## src/rtl/pixel_stream_ctrl_pkg.sv

```systemverilog
// Shared types and constants for the pixel stream controller: FSM state
// encoding, pixel width and counter sizing helpers.
package pixel_ctrl_pkg;

    localparam int PIX_W = 8;

    typedef enum logic [1:0] {
        IDLE  = 2'd0,
        RUN   = 2'd1,
        DRAIN = 2'd2
    } state_t;

    function automatic int frame_size(input int w, input int h);
        return w * h;
    endfunction

    // Counter width able to hold 0..n-1, never narrower than one bit.
    function automatic int cnt_w(input int n);
        return (n <= 2) ? 1 : $clog2(n);
    endfunction

endpackage

```

## src/rtl/pixel_stream_ctrl_if.sv

```systemverilog
// Downstream pixel stream: valid/ready handshake plus frame/line markers that
// qualify the pixel currently presented.
interface pixel_stream_ctrl_if;
    import pixel_ctrl_pkg::*;

    logic [PIX_W-1:0] pixel;
    logic             valid;
    logic             ready;
    logic             sof;
    logic             eol;
    logic             eof;

    modport master (output pixel, valid, sof, eol, eof, input ready);
    modport slave  (input pixel, valid, sof, eol, eof, output ready);

endinterface

```

## src/rtl/pixel_stream_ctrl_fifo.sv

```systemverilog
// psc_fifo: synchronous first-word-fall-through FIFO; the head entry is visible
// on dout whenever empty is low. DEPTH must be a power of two.
module psc_fifo
    import pixel_ctrl_pkg::*;
#(
    parameter int  DEPTH = 4,
    parameter int  WIDTH = PIX_W,
    localparam int AW    = $clog2(DEPTH),
    localparam int CW    = AW + 1
) (
    input  logic             clk,
    input  logic             rst,
    input  logic             push,
    input  logic [WIDTH-1:0] din,
    input  logic             pop,
    output logic [WIDTH-1:0] dout,
    output logic             full,
    output logic             empty,
    output logic [CW-1:0]    count
);

    logic [WIDTH-1:0] mem [DEPTH];
    logic [AW-1:0]    wr_ptr;
    logic [AW-1:0]    rd_ptr;
    logic             do_push;
    logic             do_pop;

    // A pop in the same cycle frees the slot a full FIFO would otherwise refuse.
    assign do_pop  = pop && !empty;
    assign do_push = push && (!full || do_pop);

    // NOTE: storage is not reset; count and pointers alone define which entries are live.
    always_ff @(posedge clk) begin
        if (do_push) begin
            mem[wr_ptr] <= din;
        end
    end

    // NOTE: non-blocking assignments so every register samples pre-edge values.
    always_ff @(posedge clk) begin
        if (rst) begin
            wr_ptr <= '0;
            rd_ptr <= '0;
            count  <= '0;
        end else begin
            if (do_push) begin
                wr_ptr <= wr_ptr + 1'b1;
            end
            if (do_pop) begin
                rd_ptr <= rd_ptr + 1'b1;
            end
            count <= count + CW'(do_push) - CW'(do_pop);
        end
    end

    assign dout  = mem[rd_ptr];
    assign empty = (count == '0);
    assign full  = (count == CW'(DEPTH));

endmodule

```

## src/rtl/pixel_stream_ctrl.sv

```systemverilog
// pixel_stream_ctrl: paces the image producer, buffers its pixels and re-times
// them downstream with SOF/EOL/EOF markers. Optional macro: PSC_STALL_CNT_EN.
module pixel_stream_ctrl
    import pixel_ctrl_pkg::*;
#(
    parameter int IMG_W      = 32,
    parameter int IMG_H      = 32,
    parameter int FIFO_DEPTH = 4,
    parameter int FCNT_W     = 16
) (
    input  logic              sensor_clk,
    input  logic              rst,
    input  logic              start,
    input  logic              stop,
    input  logic              continuous,
    output logic              prod_ready,
    input  logic [PIX_W-1:0]  prod_pixel,
    input  logic              prod_valid,
    pixel_stream_ctrl_if.master m,
    output logic              busy,
    output logic [FCNT_W-1:0] frame_count,
    output logic              overflow_err,
    output logic [31:0]       stall_cycles
);

    localparam int FRAME  = frame_size(IMG_W, IMG_H);
    localparam int REQ_W  = cnt_w(FRAME);
    localparam int COL_W  = cnt_w(IMG_W);
    localparam int ROW_W  = cnt_w(IMG_H);
    localparam int QW     = $clog2(FIFO_DEPTH) + 1;

    localparam logic [REQ_W-1:0] REQ_LAST = REQ_W'(FRAME - 1);
    localparam logic [COL_W-1:0] COL_LAST = COL_W'(IMG_W - 1);
    localparam logic [ROW_W-1:0] ROW_LAST = ROW_W'(IMG_H - 1);

    state_t             state;
    state_t             state_nxt;
    logic               ready_q;
    logic               stop_pending;
    logic [REQ_W-1:0]   req_cnt;
    logic [COL_W-1:0]   col;
    logic [ROW_W-1:0]   row;
    logic [QW-1:0]      fifo_count;
    logic [QW:0]        in_flight;
    logic [PIX_W-1:0]   fifo_dout;
    logic               fifo_full;
    logic               fifo_empty;
    logic               issue_ok;
    logic               frame_end;
    logic               capture;
    logic               handshake;

    // Requests already issued but not yet captured occupy a FIFO slot in advance.
    assign in_flight = {1'b0, fifo_count} + (QW+1)'(ready_q);
    assign issue_ok  = in_flight < (QW+1)'(FIFO_DEPTH);
    assign capture   = ready_q && prod_valid;
    assign handshake = m.valid && m.ready;

    // NOTE: every always_comb output gets a default first, so no path infers a latch.
    always_comb begin
        state_nxt  = state;
        prod_ready = 1'b0;
        frame_end  = 1'b0;
        unique case (state)
            IDLE: begin
                if (start) begin
                    state_nxt = RUN;
                end
            end
            RUN: begin
                prod_ready = issue_ok;
                frame_end  = issue_ok && (req_cnt == REQ_LAST);
                if (frame_end && !(continuous && !stop_pending && !stop)) begin
                    state_nxt = DRAIN;
                end
            end
            DRAIN: begin
                if (fifo_empty && !ready_q) begin
                    state_nxt = IDLE;
                end
            end
            default: state_nxt = IDLE;
        endcase
    end

    always_ff @(posedge sensor_clk) begin
        if (rst) begin
            state        <= IDLE;
            ready_q      <= 1'b0;
            stop_pending <= 1'b0;
            req_cnt      <= '0;
            col          <= '0;
            row          <= '0;
            frame_count  <= '0;
            overflow_err <= 1'b0;
        end else begin
            state   <= state_nxt;
            ready_q <= prod_ready;

            if (prod_ready) begin
                req_cnt <= frame_end ? '0 : req_cnt + 1'b1;
            end

            if (state == RUN) begin
                if (state_nxt == DRAIN) begin
                    stop_pending <= 1'b0;
                end else if (stop) begin
                    stop_pending <= 1'b1;
                end
            end

            if (capture && fifo_full && !handshake) begin
                overflow_err <= 1'b1;
            end

            if (handshake) begin
                if (col == COL_LAST) begin
                    col <= '0;
                    row <= (row == ROW_LAST) ? '0 : row + 1'b1;
                end else begin
                    col <= col + 1'b1;
                end
                if (m.eof) begin
                    frame_count <= frame_count + 1'b1;
                end
            end
        end
    end

    psc_fifo #(
        .DEPTH (FIFO_DEPTH),
        .WIDTH (PIX_W)
    ) u_fifo (
        .clk   (sensor_clk),
        .rst   (rst),
        .push  (capture),
        .din   (prod_pixel),
        .pop   (handshake),
        .dout  (fifo_dout),
        .full  (fifo_full),
        .empty (fifo_empty),
        .count (fifo_count)
    );

    // Outputs are forced to zero while nothing is presented, including after reset.
    assign m.valid = !fifo_empty;
    assign m.pixel = m.valid ? fifo_dout : '0;
    assign m.sof   = m.valid && (col == '0) && (row == '0);
    assign m.eol   = m.valid && (col == COL_LAST);
    assign m.eof   = m.eol && (row == ROW_LAST);
    assign busy    = (state != IDLE);

`ifdef PSC_STALL_CNT_EN
    always_ff @(posedge sensor_clk) begin
        if (rst) begin
            stall_cycles <= '0;
        end else if (state == IDLE && start) begin
            stall_cycles <= '0;
        end else if (m.valid && !m.ready && (stall_cycles != '1)) begin
            stall_cycles <= stall_cycles + 1'b1;
        end
    end
`else
    assign stall_cycles = '0;
`endif

endmodule
```

## src/flat_wrapper.sv

```systemverilog
// flat-port wrapper written by rule: the top's interface ports become plain ports
module pixel_stream_ctrl_flat import pixel_ctrl_pkg::*;
#(
    parameter int IMG_W      = 32,
    parameter int IMG_H      = 32,
    parameter int FIFO_DEPTH = 4,
    parameter int FCNT_W     = 16
)
  (sensor_clk, rst, start, stop, continuous, prod_ready, prod_pixel, prod_valid, busy, frame_count, overflow_err, stall_cycles, m_pixel, m_valid, m_sof, m_eol, m_eof, m_ready);
  pixel_stream_ctrl_if m_i ();
  input  logic sensor_clk;
  input  logic rst;
  input  logic start;
  input  logic stop;
  input  logic continuous;
  output logic prod_ready;
  input  logic [PIX_W-1:0] prod_pixel;
  input  logic prod_valid;
  output logic busy;
  output logic [FCNT_W-1:0] frame_count;
  output logic overflow_err;
  output logic [31:0] stall_cycles;
  output wire logic [$bits(m_i.pixel)-1:0] m_pixel;
  output wire logic [$bits(m_i.valid)-1:0] m_valid;
  output wire logic [$bits(m_i.sof)-1:0] m_sof;
  output wire logic [$bits(m_i.eol)-1:0] m_eol;
  output wire logic [$bits(m_i.eof)-1:0] m_eof;
  input wire logic [$bits(m_i.ready)-1:0] m_ready;
  assign m_pixel = m_i.pixel;
  assign m_valid = m_i.valid;
  assign m_sof = m_i.sof;
  assign m_eol = m_i.eol;
  assign m_eof = m_i.eof;
  assign m_i.ready = m_ready;
  pixel_stream_ctrl #(.IMG_W(IMG_W), .IMG_H(IMG_H), .FIFO_DEPTH(FIFO_DEPTH), .FCNT_W(FCNT_W)) u_core (.sensor_clk(sensor_clk), .rst(rst), .start(start), .stop(stop), .continuous(continuous), .prod_ready(prod_ready), .prod_pixel(prod_pixel), .prod_valid(prod_valid), .m(m_i), .busy(busy), .frame_count(frame_count), .overflow_err(overflow_err), .stall_cycles(stall_cycles));
endmodule
```

## config.mk

```make
export PLATFORM = sky130hd
export DESIGN_NAME = pixel_stream_ctrl_flat
export DESIGN_NICKNAME = d
export VERILOG_FILES = /design/src/rtl/pixel_stream_ctrl_pkg.sv /design/src/rtl/pixel_stream_ctrl_if.sv /design/src/rtl/pixel_stream_ctrl_fifo.sv /design/src/rtl/pixel_stream_ctrl.sv /design/src/flat_wrapper.sv
export SDC_FILE = /design/constraint.sdc
export NUM_CORES = 1
export LEC_CHECK = 0
export BUFFER_PORTS_ARGS = -buffer_cell sky130_fd_sc_hd__clkbuf_2
export CAP_MARGIN = 15
export CORE_ASPECT_RATIO = 2
export CORE_UTILIZATION = 35
export DETAILED_ROUTE_END_ITERATION = 6
export REMOVE_ABC_BUFFERS = 1
export SLEW_MARGIN = 25
export SYNTH_ARGS = -nofsm -noshare
export SYNTH_HDL_FRONTEND = slang
export SYNTH_HIERARCHICAL = 1
export SYNTH_SLANG_ARGS = --single-unit
```

## constraint.sdc

```tcl
create_clock -name sensor_clk -period 8 [get_ports sensor_clk]
set_clock_uncertainty 0.15 [all_clocks]
set_input_delay 1.2 -clock sensor_clk [delete_from_list [all_inputs] [get_ports sensor_clk]]
set_output_delay 1.2 -clock sensor_clk [all_outputs]
set_load 0.03 [all_outputs]
```

After elaboration in Yosys (flattened, before gate mapping):

Memory sizes are Yosys's and may differ from the RTL's. A register that Yosys moved wholly into a read port is not among the register bits.
Cells that the tools add are included.

* $lt $le $gt $ge: 1
* reductions and logical operators: 32
* muxes and demuxes: 16
* $add $sub $neg: 9
* equal/unequal tests: 7

Operator list (count)
* $add 16x1->16 const B: 1
* $logic_and 1x1->1: 15
* $add 10x1->10 const B: 1
* $add 5x1->5 const B: 2
* $eq 10x10->1 const B: 1
* $eq 5x5->1 const B: 2
* $logic_not 5->1: 2
* $mux 10: 1
* $mux 2: 5
* $mux 5: 2
* $mux 8: 1
* $logic_not 1->1: 7
* $mux 1: 6
* $pmux 2 s3: 1
* $reduce_and 2->1: 3
* $add 2x1->2 const B: 2
* $add 3x1->4: 1
* $eq 2x2->1 const B: 2
* $lt 4x3->1 const B: 1
* $reduce_bool 2->1: 2
* $add 3x1->3: 1
* $eq 3x3->1 const B: 1
* $logic_not 3->1: 1
* $sub 3x1->3: 1
* other kinds (3): 3

* output and inout port bits: 63
* logic and storage cells: 77
* memory bits (writable): 32
* bits of input ports: 15
* memories kept: 1
* register bits after elaboration: 48

Memory list
* u_core.u_fifo.mem: depth 4, width 8, read ports 1, clocked after Yosys merged registers in 1, write ports 1, RTL line pixel_stream_ctrl_fifo.sv:22 `logic [WIDTH-1:0] mem [DEPTH];`

Longest topological paths before layout:

* depth after elaboration: 10
* gate-level depth with buffers: 11
* depth with buffers taken out: 10

Modules after synthesis:

The synthesis kept the hierarchy.

Modules (own cells, without submodules)
* pixel_stream_ctrl: cells an instance 276, times used 1, sequential area each 820.8 sq um, area each 2283.4 sq um
* psc_fifo: cells an instance 89, times used 1, sequential area each 1141.1 sq um, area each 1649.1 sq um

Worst setup path after synthesis:

Ideal clock, no wire load.

* kind: in2reg
* from: input m_ready
* to: register u_core.u_fifo.count[2]
* library setup time: 126 ps
* path buffers: 1
* data required time: 7724 ps
* path slack: 4801 ps
* arrival time: 2923 ps
* stages on the path: 10
* path through: nor2b_1 clkbuf_1 o31ai_2 or2_1 a21bo_2 ha_1 fa_1 xnor2_1 xnor2_1 nor2_1

* cells in the longest elaborated chain, start to end: 6

RTL lines
* from (decl): RTL line flat_wrapper.sv:28 `input wire logic [$bits(m_i.ready)-1:0] m_ready;`
* $logic_and 1x1->1 (*): RTL line pixel_stream_ctrl.sv:57 `assign handshake = m.valid && m.ready;`
* via u_core.handshake: RTL line pixel_stream_ctrl.sv:51 `logic handshake;`
* $logic_and 1x1->1 (*): RTL line pixel_stream_ctrl_fifo.sv:29 `assign do_pop = pop && !empty;`
* $logic_or 1x1->1: RTL line pixel_stream_ctrl_fifo.sv:30 `assign do_push = push && (!full || do_pop);`
* $logic_and 1x1->1: RTL line pixel_stream_ctrl_fifo.sv:30
* $add 3x1->3: RTL line pixel_stream_ctrl_fifo.sv:52 `count <= count + CW'(do_push) - CW'(do_pop);`
* $sub 3x1->3 (*): RTL line pixel_stream_ctrl_fifo.sv:52
* to (signal assigned): RTL line pixel_stream_ctrl_fifo.sv:52
* to (decl): RTL line pixel_stream_ctrl_fifo.sv:19 `output logic [CW-1:0] count`

The timed path passes the listed nets; every way through them passes the cells marked *.
A chain may end at the register's enable or synchronous reset.

Worst setup path after layout:

* from: input m_ready
* to: register u_core.u_fifo.count[1]

* cells in the longest elaborated chain, start to end: 6

RTL lines (RTL line)
* $logic_and 1x1->1 (*): pixel_stream_ctrl.sv:57
* $logic_and 1x1->1 (*): pixel_stream_ctrl_fifo.sv:29
* $logic_or 1x1->1: pixel_stream_ctrl_fifo.sv:30
* $logic_and 1x1->1: pixel_stream_ctrl_fifo.sv:30
* $add 3x1->3: pixel_stream_ctrl_fifo.sv:52
* $sub 3x1->3 (*): pixel_stream_ctrl_fifo.sv:52

Mark *: on every way between the ends. The rest lies on a longest branch, timed or not.

==> reports/qor.csv <==
metric,value,unit
outcome,finished clean,
synthesized flop and latch total,82,
via count,2688,
Max rail drop VDD,0.000161,V
post-CTS resize count,0,
Final min period,3.36,ns
Die Wd,77.0,um
post-synthesis cell type count,54,
GRT met2 Usage,26.7,%
Reg power frac,49.4,%
DRT iter0 DRCs,95,
Worst-path clk slew,0.06,ns
Post-CTS Hold Buffers,0,
die area,0.0117,sq mm
hpwl dp,5470,um
DRC viols,0,
Routed WL,7670,um
Site Rows,54,
Sw Pwr,232,uW
Clock Latency Late Sink,0.33,ns
all-layer global routing usage,13.8,%
Crit Path Class,primary input to flip-flop,
DP Area,0.00417,sq mm
syn avg cell area,10.8,sq um
drt wl/cell,13.9,um
slew margin rel.,39.8,%
I/O Buffers,45,
Min Hold Slack,0.327,ns
Top Ports,78,
Yosys Warn Count,6,
GRT Residual Overflow,0,
TritonRoute pass-1 iters,4,
largest net degree at the start of global routing,45,
startpoint types,primary input,
post-route ant nets,0,
cell count after synthesis,365,
clock buffer depth,2,
number of buffers inserted during clock tree synthesis,9,
most used routing layer in global routing,met2,
period utilization,42.0,%
critical path peak fanout,10,
fmax,298,MHz
setup TNS,0,ns
type of the worst min-delay path,flip-flop to flip-flop,
Worst EP arrival,3.39,ns
final hold vios,0,
vias per cell,4.86,
vias in the first global route,2699,
Power Internal,677,uW
Ant. Diodes,0,
Final Cell Area,0.00442,sq mm
ys flop type,dfxtp_1,
Die H,152,um
first-pass GRT wire length,12500,um
Area growth syn-to-layout,12.5,%
Gate power share,10.6,%
switching share of power,25.5,%
met1 Usage GRT,13.5,%
gpl congestion,0.741,
layout cells sized above 1,20.1,%
worst-margin pin slew,0.904,ns
Final nets,438,
RSZ-0062 raised after global routing,false,
register area share after synthesis,49.9,%
met3 global-route usage,2.34,%
number of synthesized flops with an enable pin,32,
Post CTS Setup Buffer Count,0,
CP required,8.04,ns
clock root buffer,clkbuf_16,
final setup fails,0,
Final Core Density,40.4,%
final worst setup slack,4.64,ns
CTS tree,done,
CP endpoint kind,flip-flop,
synthesized area,0.00393,sq mm
initial antenna violation count,0,
asr flop ratio synth,0,%
worst reg-to-reg path cell count,8,
clock sinks,82,
Hold Path Stages,2,
Initial Util,35.9,%
pre-CTS setup slack,4.32,ns
core area,0.0109,sq mm
P_leak,0.00167,uW
"Slew Viols, Final",0,
Clock Power Share,39.9,%
total of max-cap violations,0,
Power Density,206,mW/mm^2
H-tree Lvls,3,
critical path, stage by stage:
cell	delay [ns]
clkbuf_2	0.15
nor2b_1	0.63
o31ai_2	0.21
or2_1	0.29
a21bo_2	0.21
ha_1	0.17
fa_1	0.40
nor2b_1	0.13
per-stage QoR:
| stage | total power (uW) | cells |
|---|---|---|
| finish | 909 | 553 |
| global route | 938 | 553 |
| CTS | 921 | 553 |
| detailed placement | 556 | 538 |
| global placement | 554 | 538 |
| floorplan | 526 | 352 |
final cells by class:
type	count	area, sq um
Timing Repair Buffer	46	233
Clock inverter	3	18.8
Inverter	13	48.8
Clock buffer	12	238
Sequential cell	82	1960
Multi-Input combinational cell	257	1750
Tap cell	140	175
Fill cell	1091	6520
logic make-up (layout without fill, tap and decap cells):
logic type | after synthesis | count (layout) | synth area share, %
compound gates | 35 | 35 | 5.85
xor+xnor | 24 | 24 | 5.35
fa+ha+maj | 14 | 14 | 4.65
buf+inv | 57 | 74 | 8.62
flops | 82 | 82 | 49.9
mux | 11 | 11 | 5.47
other cells | 1 | 32 | 0.0954
simple gates | 141 | 141 | 20.1
cell usage after synthesis, types with 3 or more instances:
cell	number	area (sq um)
a21oi_1	15	75.1
a31oi_1	3	18.8
and2_1	4	25.0
and2_2	4	30.0
buf_4	33	248
clkbuf_1	9	33.8
dfxtp_1	50	1000
edfxtp_1	32	961
ha_1	13	163
inv_1	13	48.8
mux4_2	8	180
nand2_1	18	67.6
nand2b_1	4	25.0
nand3_1	11	55.1
nand4_1	6	37.5
nor2_1	36	135
nor2b_1	13	81.3
nor3_1	14	70.1
nor4_1	7	43.8
o21ai_0	6	30.0
or3_1	4	25.0
or4_1	3	22.5
xnor2_1	17	149
xor2_1	7	61.3
power groups by stage:
stage | Clock [uW] | Sequential [uW] | Combinational (uW)
finish | 363 | 449 | 96.8
global route | 383 | 450 | 105
CTS | 373 | 449 | 98.0
detailed placement | 0 | 458 | 97.4
global placement | 0 | 458 | 96.2
floorplan | 0 | 456 | 69.7
state kept, by name (all words and copies together) (netlist names), named ones only:
name / cells
u_core/u_fifo/mem: 32
u_core/frame_count: 16
u_core/req_cnt: 10
u_core/col: 5
u_core/row: 5
u_core/u_fifo/count: 3
u_core/state: 2
u_core/u_fifo/rd_ptr: 2
u_core/u_fifo/wr_ptr: 2
u_core/overflow_err: 1
u_core/ready_q: 1
u_core/stop_pending: 1
path summary, 6_finish.rpt:
| check | start | endpoint | slack, ns |
|---|---|---|---|
| setup / recovery | m_ready | u_core/u_fifo/count[1]$_SDFF_PP0_ | 4.64 |
| hold / removal | u_core/row[4]$_SDFFE_PP0P_ | u_core/row[4]$_SDFFE_PP0P_ | 0.33 |
| setup reg to reg | u_core/u_fifo/count[1]$_SDFF_PP0_ | u_core/u_fifo/count[1]$_SDFF_PP0_ | 4.97 |
| hold reg to reg | u_core/row[4]$_SDFFE_PP0P_ | u_core/row[4]$_SDFFE_PP0P_ | 0.33 |
cell usage in the layout, fill, tap and decap left out, types with 2 or more instances in the layout:
cell        n
dfxtp_1    50
clkbuf_2   46
nor2_1     36
conb_1     32
edfxtp_1   32
nand2_1    18
xnor2_1    17
a21oi_1    15
nor3_1     14
nor2b_1    13
inv_1      13
ha_1       13
nand3_1    11
clkbuf_16   9
mux4_2      8
xor2_1      7
nor4_1      7
nand4_1     6
o21ai_0     6
and2_1      4
nand2b_1    4
or3_1       4
and2_2      4
a31oi_1     3
or4_1       3
clkbuf_1    2
clkinv_2    2
and3_1      2
nor4b_1     2
nand3b_1    2
o31ai_1     2
mux2i_1     2
layer usage:
metal	wire (um)	vias up	part of all wire [%]
li1	-	1315	-
met5	0	-	0
met4	129	0	1.7
met2	4230	80	55
met3	288	7	3.8
met1	3020	1286	39
(Power assumes the default switching activity.)
